==> src/rtl/tlc_pkg.sv <==
// Shared encodings for the highway/farm-road traffic light scheduler:
// controller states and one-hot lamp codes ordered {red,yellow,green}.
package tlc_pkg;

  typedef enum logic [2:0] {
    HGRN    = 3'd0,
    HYEL    = 3'd1,
    ALLRED1 = 3'd2,
    FGRN    = 3'd3,
    FYEL    = 3'd4,
    ALLRED2 = 3'd5
  } state_t;

  localparam logic [2:0] RED = 3'b100;
  localparam logic [2:0] YEL = 3'b010;
  localparam logic [2:0] GRN = 3'b001;

endpackage

==> src/rtl/phase_timer.sv <==
// Elapsed-ticks counter for the current light phase: cleared on a phase
// change, advanced on each tick, saturating at 255.
module phase_timer (
  input  logic       clk,
  input  logic       rst,
  input  logic       tick,
  input  logic       clear,
  output logic [7:0] cnt
);

  always_ff @(posedge clk) begin
    if (rst || clear) begin
      cnt <= 8'd0;
    end else if (tick && (cnt != 8'hff)) begin
      cnt <= cnt + 8'd1;
    end
  end

endmodule

==> src/rtl/tlc_scheduler.sv <==
// Traffic light controller for a highway crossed by a farm road, with
// vehicle sensing on the farm road and a pedestrian walk request.
module tlc_scheduler
  import tlc_pkg::*;
#(
  parameter int HWY_MIN_GREEN  = 10,
  parameter int FARM_MIN_GREEN = 3,
  parameter int FARM_MAX_GREEN = 10,
  parameter int YELLOW_TIME    = 3,
  parameter int ALLRED_TIME    = 1
) (
  input  logic       clk,
  input  logic       rst,
  input  logic       tick,
  input  logic       car_farm,
  input  logic       ped_req,
  output logic [2:0] light_highway,
  output logic [2:0] light_farm,
  output logic       ped_walk,
  output logic [2:0] phase
);

  // Thresholds are "last tick of the phase" values, pre-sized to cnt's width.
  localparam logic [7:0] HWY_LAST      = 8'(HWY_MIN_GREEN - 1);
  localparam logic [7:0] FARM_MIN_LAST = 8'(FARM_MIN_GREEN - 1);
  localparam logic [7:0] FARM_MAX_LAST = 8'(FARM_MAX_GREEN - 1);
  localparam logic [7:0] YEL_LAST      = 8'(YELLOW_TIME - 1);
  localparam logic [7:0] ALLRED_LAST   = 8'(ALLRED_TIME - 1);

  state_t     state;
  state_t     next_state;
  logic [7:0] cnt;
  logic       state_change;
  logic       ped_pending;
  logic [2:0] hw_nxt;
  logic [2:0] farm_nxt;

  assign state_change = (next_state != state);
  assign phase        = state;

  phase_timer u_timer (
    .clk   (clk),
    .rst   (rst),
    .tick  (tick),
    .clear (state_change),
    .cnt   (cnt)
  );

  always_comb begin
    next_state = state;
    case (state)
      HGRN:    if (tick && (cnt >= HWY_LAST) && (car_farm || ped_pending)) next_state = HYEL;
      HYEL:    if (tick && (cnt == YEL_LAST))    next_state = ALLRED1;
      ALLRED1: if (tick && (cnt == ALLRED_LAST)) next_state = FGRN;
      FGRN:    if (tick && (((cnt >= FARM_MIN_LAST) && !car_farm) || (cnt == FARM_MAX_LAST)))
                 next_state = FYEL;
      FYEL:    if (tick && (cnt == YEL_LAST))    next_state = ALLRED2;
      ALLRED2: if (tick && (cnt == ALLRED_LAST)) next_state = HGRN;
      default: next_state = ALLRED1;
    endcase
  end

  // Lamps are decoded from the next state so the registered outputs line up
  // with the state register; any unexpected code shows red both ways.
  always_comb begin
    hw_nxt   = RED;
    farm_nxt = RED;
    case (next_state)
      HGRN:    hw_nxt   = GRN;
      HYEL:    hw_nxt   = YEL;
      FGRN:    farm_nxt = GRN;
      FYEL:    farm_nxt = YEL;
      default: begin
        hw_nxt   = RED;
        farm_nxt = RED;
      end
    endcase
  end

  always_ff @(posedge clk) begin
    if (rst) begin
      state         <= HGRN;
      ped_pending   <= 1'b0;
      ped_walk      <= 1'b0;
      light_highway <= GRN;
      light_farm    <= RED;
    end else begin
      state         <= next_state;
      light_highway <= hw_nxt;
      light_farm    <= farm_nxt;
      if (ped_req) begin
        ped_pending <= 1'b1;
      end else if ((state == ALLRED1) && (next_state == FGRN)) begin
        ped_pending <= 1'b0;
      end
      // Walk is latched from the pending flag on FGRN entry and held for the phase.
      if (next_state == FGRN) begin
        ped_walk <= (state == FGRN) ? ped_walk : ped_pending;
      end else begin
        ped_walk <= 1'b0;
      end
    end
  end

endmodule
==> config.mk <==
export PLATFORM = sky130hd
export DESIGN_NAME = tlc_scheduler
export DESIGN_NICKNAME = d
export VERILOG_FILES = /design/src/rtl/tlc_pkg.sv /design/src/rtl/phase_timer.sv /design/src/rtl/tlc_scheduler.sv
export SDC_FILE = /design/constraint.sdc
export NUM_CORES = 1
export LEC_CHECK = 0
export CAP_MARGIN = 30
export CORE_MARGIN = 2
export CORE_UTILIZATION = 45
export DETAILED_ROUTE_END_ITERATION = 10
export PLACE_DENSITY = 0.69
export RECOVER_POWER = 50
export REMOVE_ABC_BUFFERS = 1
export SETUP_SLACK_MARGIN = 0.5
export SLEW_MARGIN = 20
export SYNTH_ARGS = -nofsm -noshare
export SYNTH_HDL_FRONTEND = slang
export SYNTH_SLANG_ARGS = --single-unit
==> constraint.sdc <==
create_clock -name clk -period 5 [get_ports clk]
set_input_delay 0.75 -clock clk [delete_from_list [all_inputs] [get_ports clk]]
set_output_delay 0.75 -clock clk [all_outputs]
set_load 0.1 [all_outputs]
==> metrics.yaml <==
finish:
  nNetsFinal: 145
  drive_gt1_frac: 0.0896
  num_antenna_cells: 0
  final_common_cell: "dfxtp_1"
  final_cell_area_mm2: 0.00127
  final_core_util: 0.519
  syn2layout_area_growth_pct: 11.3
  final_cell_mix: "19 x dfxtp_1, 13 x a21oi_1, 10 x nor2_1"
floorplanning:
  start_util: 0.466
  die_w_um: 54.4
  die_h_um: 54.4
  floorplan.die_area_mm2: 0.00296
  coreArea_mm2: 0.00245
  ios: 15
  rows: 18
worst_setup_path:
  timing.critical_path.slowest_stage_cell: "dlygate4sd3_1"
  setup.worst_path.start_class: "primary input"
  required_ns: 5.22
  critPathMaxStageDelay_ns: 0.74
  critPathArrivalTime_ns: 3.20
  critPathMaxFanout: 10
  criticalPathCategory: "primary input to flip-flop"
  cp-end-kind: "flip-flop"
  r2r_cells: 7
  crit_chain: "dlygate4sd3_1 -> nor4bb_1 -> a21boi_1 -> o21bai_2 -> nor4bb_2 -> mux2i_1"
timing:
  setup_tns_ns: 0
  fin_hold_ws_ns: 0.535
  finalCriticalPeriod_ns: 2.98
  fin_crit_sh: 0.595
  fin_ws_ns: 2.02
  finalHoldViolCount: 0
  drv_slew: 0
  maxSlewHeadroom: 0.340
  finalSetupViolations: 0
  rsz0062_at_grt: "false"
  fmax_mhz: 336
  finClkSkew_ns: 0.00921
  worst_pin_slew_ns: 0.987
clocking:
  cts_resized: 0
  insertion_delay_ns: 0.29
  numCtsBuffers: 3
  clock-sinks: 19
  hold_buffers: 0
  root_buffer: "clkbuf_4"
  clk_pin_slew_ns: 0.10
  cts_tree: "built"
  post-cts-setup-buffers: 0
  htree_levels: 1
  ctsLongestPathBuffers: 2
route:
  first_pass_iters: 4
  detail_route.wl_per_cell_um: 15.0
  vias: 960
  via_per_inst: 5.85
  ant_nets: 0
  drt_iter0_markers: 18
  routed_wirelength_um: 2450
  drc: 0
placement:
  io_buffers: 14
  placed_area_mm2: 0.00128
  place.gp.congestion: 0.845
  hpwl_um: 1800
  dp_slack_ns: 1.75
grt:
  grt_pass1_wl_um: 4040
  grt_max_degree: 13
  grt_pass1_vias: 859
  grt_usage: 0.190
  grt-ovfl-total: 0
  grt_antenna_before_repair: 0
logic_synthesis:
  avgSynthCellArea_um2: 9.31
  seq_area_frac_synth: 0.332
  yosys_warnings: 0
  syn_inst: 123
  netlist_area_mm2: 0.00114
  ys_types: 45
  synth-seq-cells: 19
pwr:
  p_leak_nw: 0.467
  power_density_mw_per_mm2: 204
  ir_worst_vdd_uv: 130
status:
  status: "finished, final reports clean"
hold_path:
  worst_hold_path_type: "flip-flop to flip-flop"
  holdPathStages: 2
run:
  cap_violations: 0
final timing paths:
check,start,endpoint,slack (ns)
setup / recovery,tick,light_farm[2],2.02
hold / removal,ped_pending,ped_pending,0.53
setup reg to reg,u_timer.cnt[0],light_farm[2],2.49
hold reg to reg,ped_pending,ped_pending,0.53
Yosys cell counts (all sizes together):
master | count | area, µm²
nor4 | 1 | 12.5
nor2b | 4 | 25.0
o21bai | 1 | 11.3
and2 | 2 | 12.5
o211ai | 1 | 12.5
clkbuf | 2 | 7.51
a221oi | 1 | 8.76
xnor2 | 4 | 35.0
a311oi | 1 | 8.76
o21a | 1 | 7.51
and3 | 1 | 6.26
nand4 | 3 | 18.8
or4 | 1 | 7.51
and3b | 1 | 8.76
nand3 | 3 | 15.0
nor4bb | 2 | 20.0
nand2 | 5 | 18.8
xor2 | 1 | 8.76
mux2i | 3 | 30.0
buf | 5 | 36.3
a21o | 1 | 7.51
o2111ai | 1 | 26.3
dfxtp | 19 | 380
and4b | 1 | 10.0
o32ai | 1 | 8.76
or3 | 1 | 6.26
a21oi | 14 | 73.8
a21boi | 1 | 7.51
nor3b | 4 | 40.0
a211o | 1 | 8.76
nor2 | 10 | 37.5
a31o | 1 | 8.76
nor3 | 4 | 20.0
ha | 5 | 62.6
o22ai | 2 | 12.5
nand3b | 4 | 30.0
inv | 6 | 22.5
a2111oi | 1 | 27.5
nand4b | 1 | 23.8
or4b | 1 | 13.8
o21ai | 1 | 5.00
report_power, final:
part / leakage (nW) / internal [mW] / switching, mW
combinational: 0.298 / 0.0124 / 0.0160
sequential: 0.154 / 0.154 / 0.00325
clock: 0.0150 / 0.0310 / 0.0442
worst max-delay path, delay by kind of cell:
family	cells	cell delay [ns]
mux	1	0.25
simple gates	2	1.13
compound gates	2	0.33
buf+inv	1	0.74
routing by layer:
metal / wire length (µm) / share of wire / GRT usage / vias up
met2: 1060 / 0.43 / 0.273 / 19
met3: 82 / 0.033 / 0.0383 / 4
met5: 0 / 0 / 0 / -
met1: 1290 / 0.52 / 0.291 / 471
met4: 21 / 0.0086 / 0.0375 / 0
li1: - / - / - / 466
state kept, by name, summed over array words and instances (netlist names):
register	flops
light_farm	3
ped_pending	1
u_timer.cnt	8
ped_walk	1
phase	3
light_highway	3
kinds of logic (layout without fill, tap and decap cells):
| kind of cell | after synthesis | after routing | share of synthesized area |
|---|---|---|---|
| simple gates | 49 | 49 | 0.285 |
| compound gates | 29 | 29 | 0.205 |
| flops | 19 | 19 | 0.332 |
| buf+inv | 13 | 24 | 0.0579 |
| fa+ha+maj | 5 | 5 | 0.0546 |
| xor+xnor | 5 | 5 | 0.0382 |
| mux | 3 | 3 | 0.0262 |
metrics by stage:
step                total power, mW  instances
finish                        0.260        164
global route                  0.273        164
CTS                           0.265        164
detailed placement            0.192        160
global placement              0.191        160
floorplan                     0.182        116
area by class of cell:
class	count	area [µm²]
sequential	19	380
fill	228	1180
multi-input combinational	91	667
inverter	6	22.5
timing repair buffer	14	140
tap	30	37.5
clock buffer	4	26.3
Note: power is estimated with default switching activity, not from simulation.
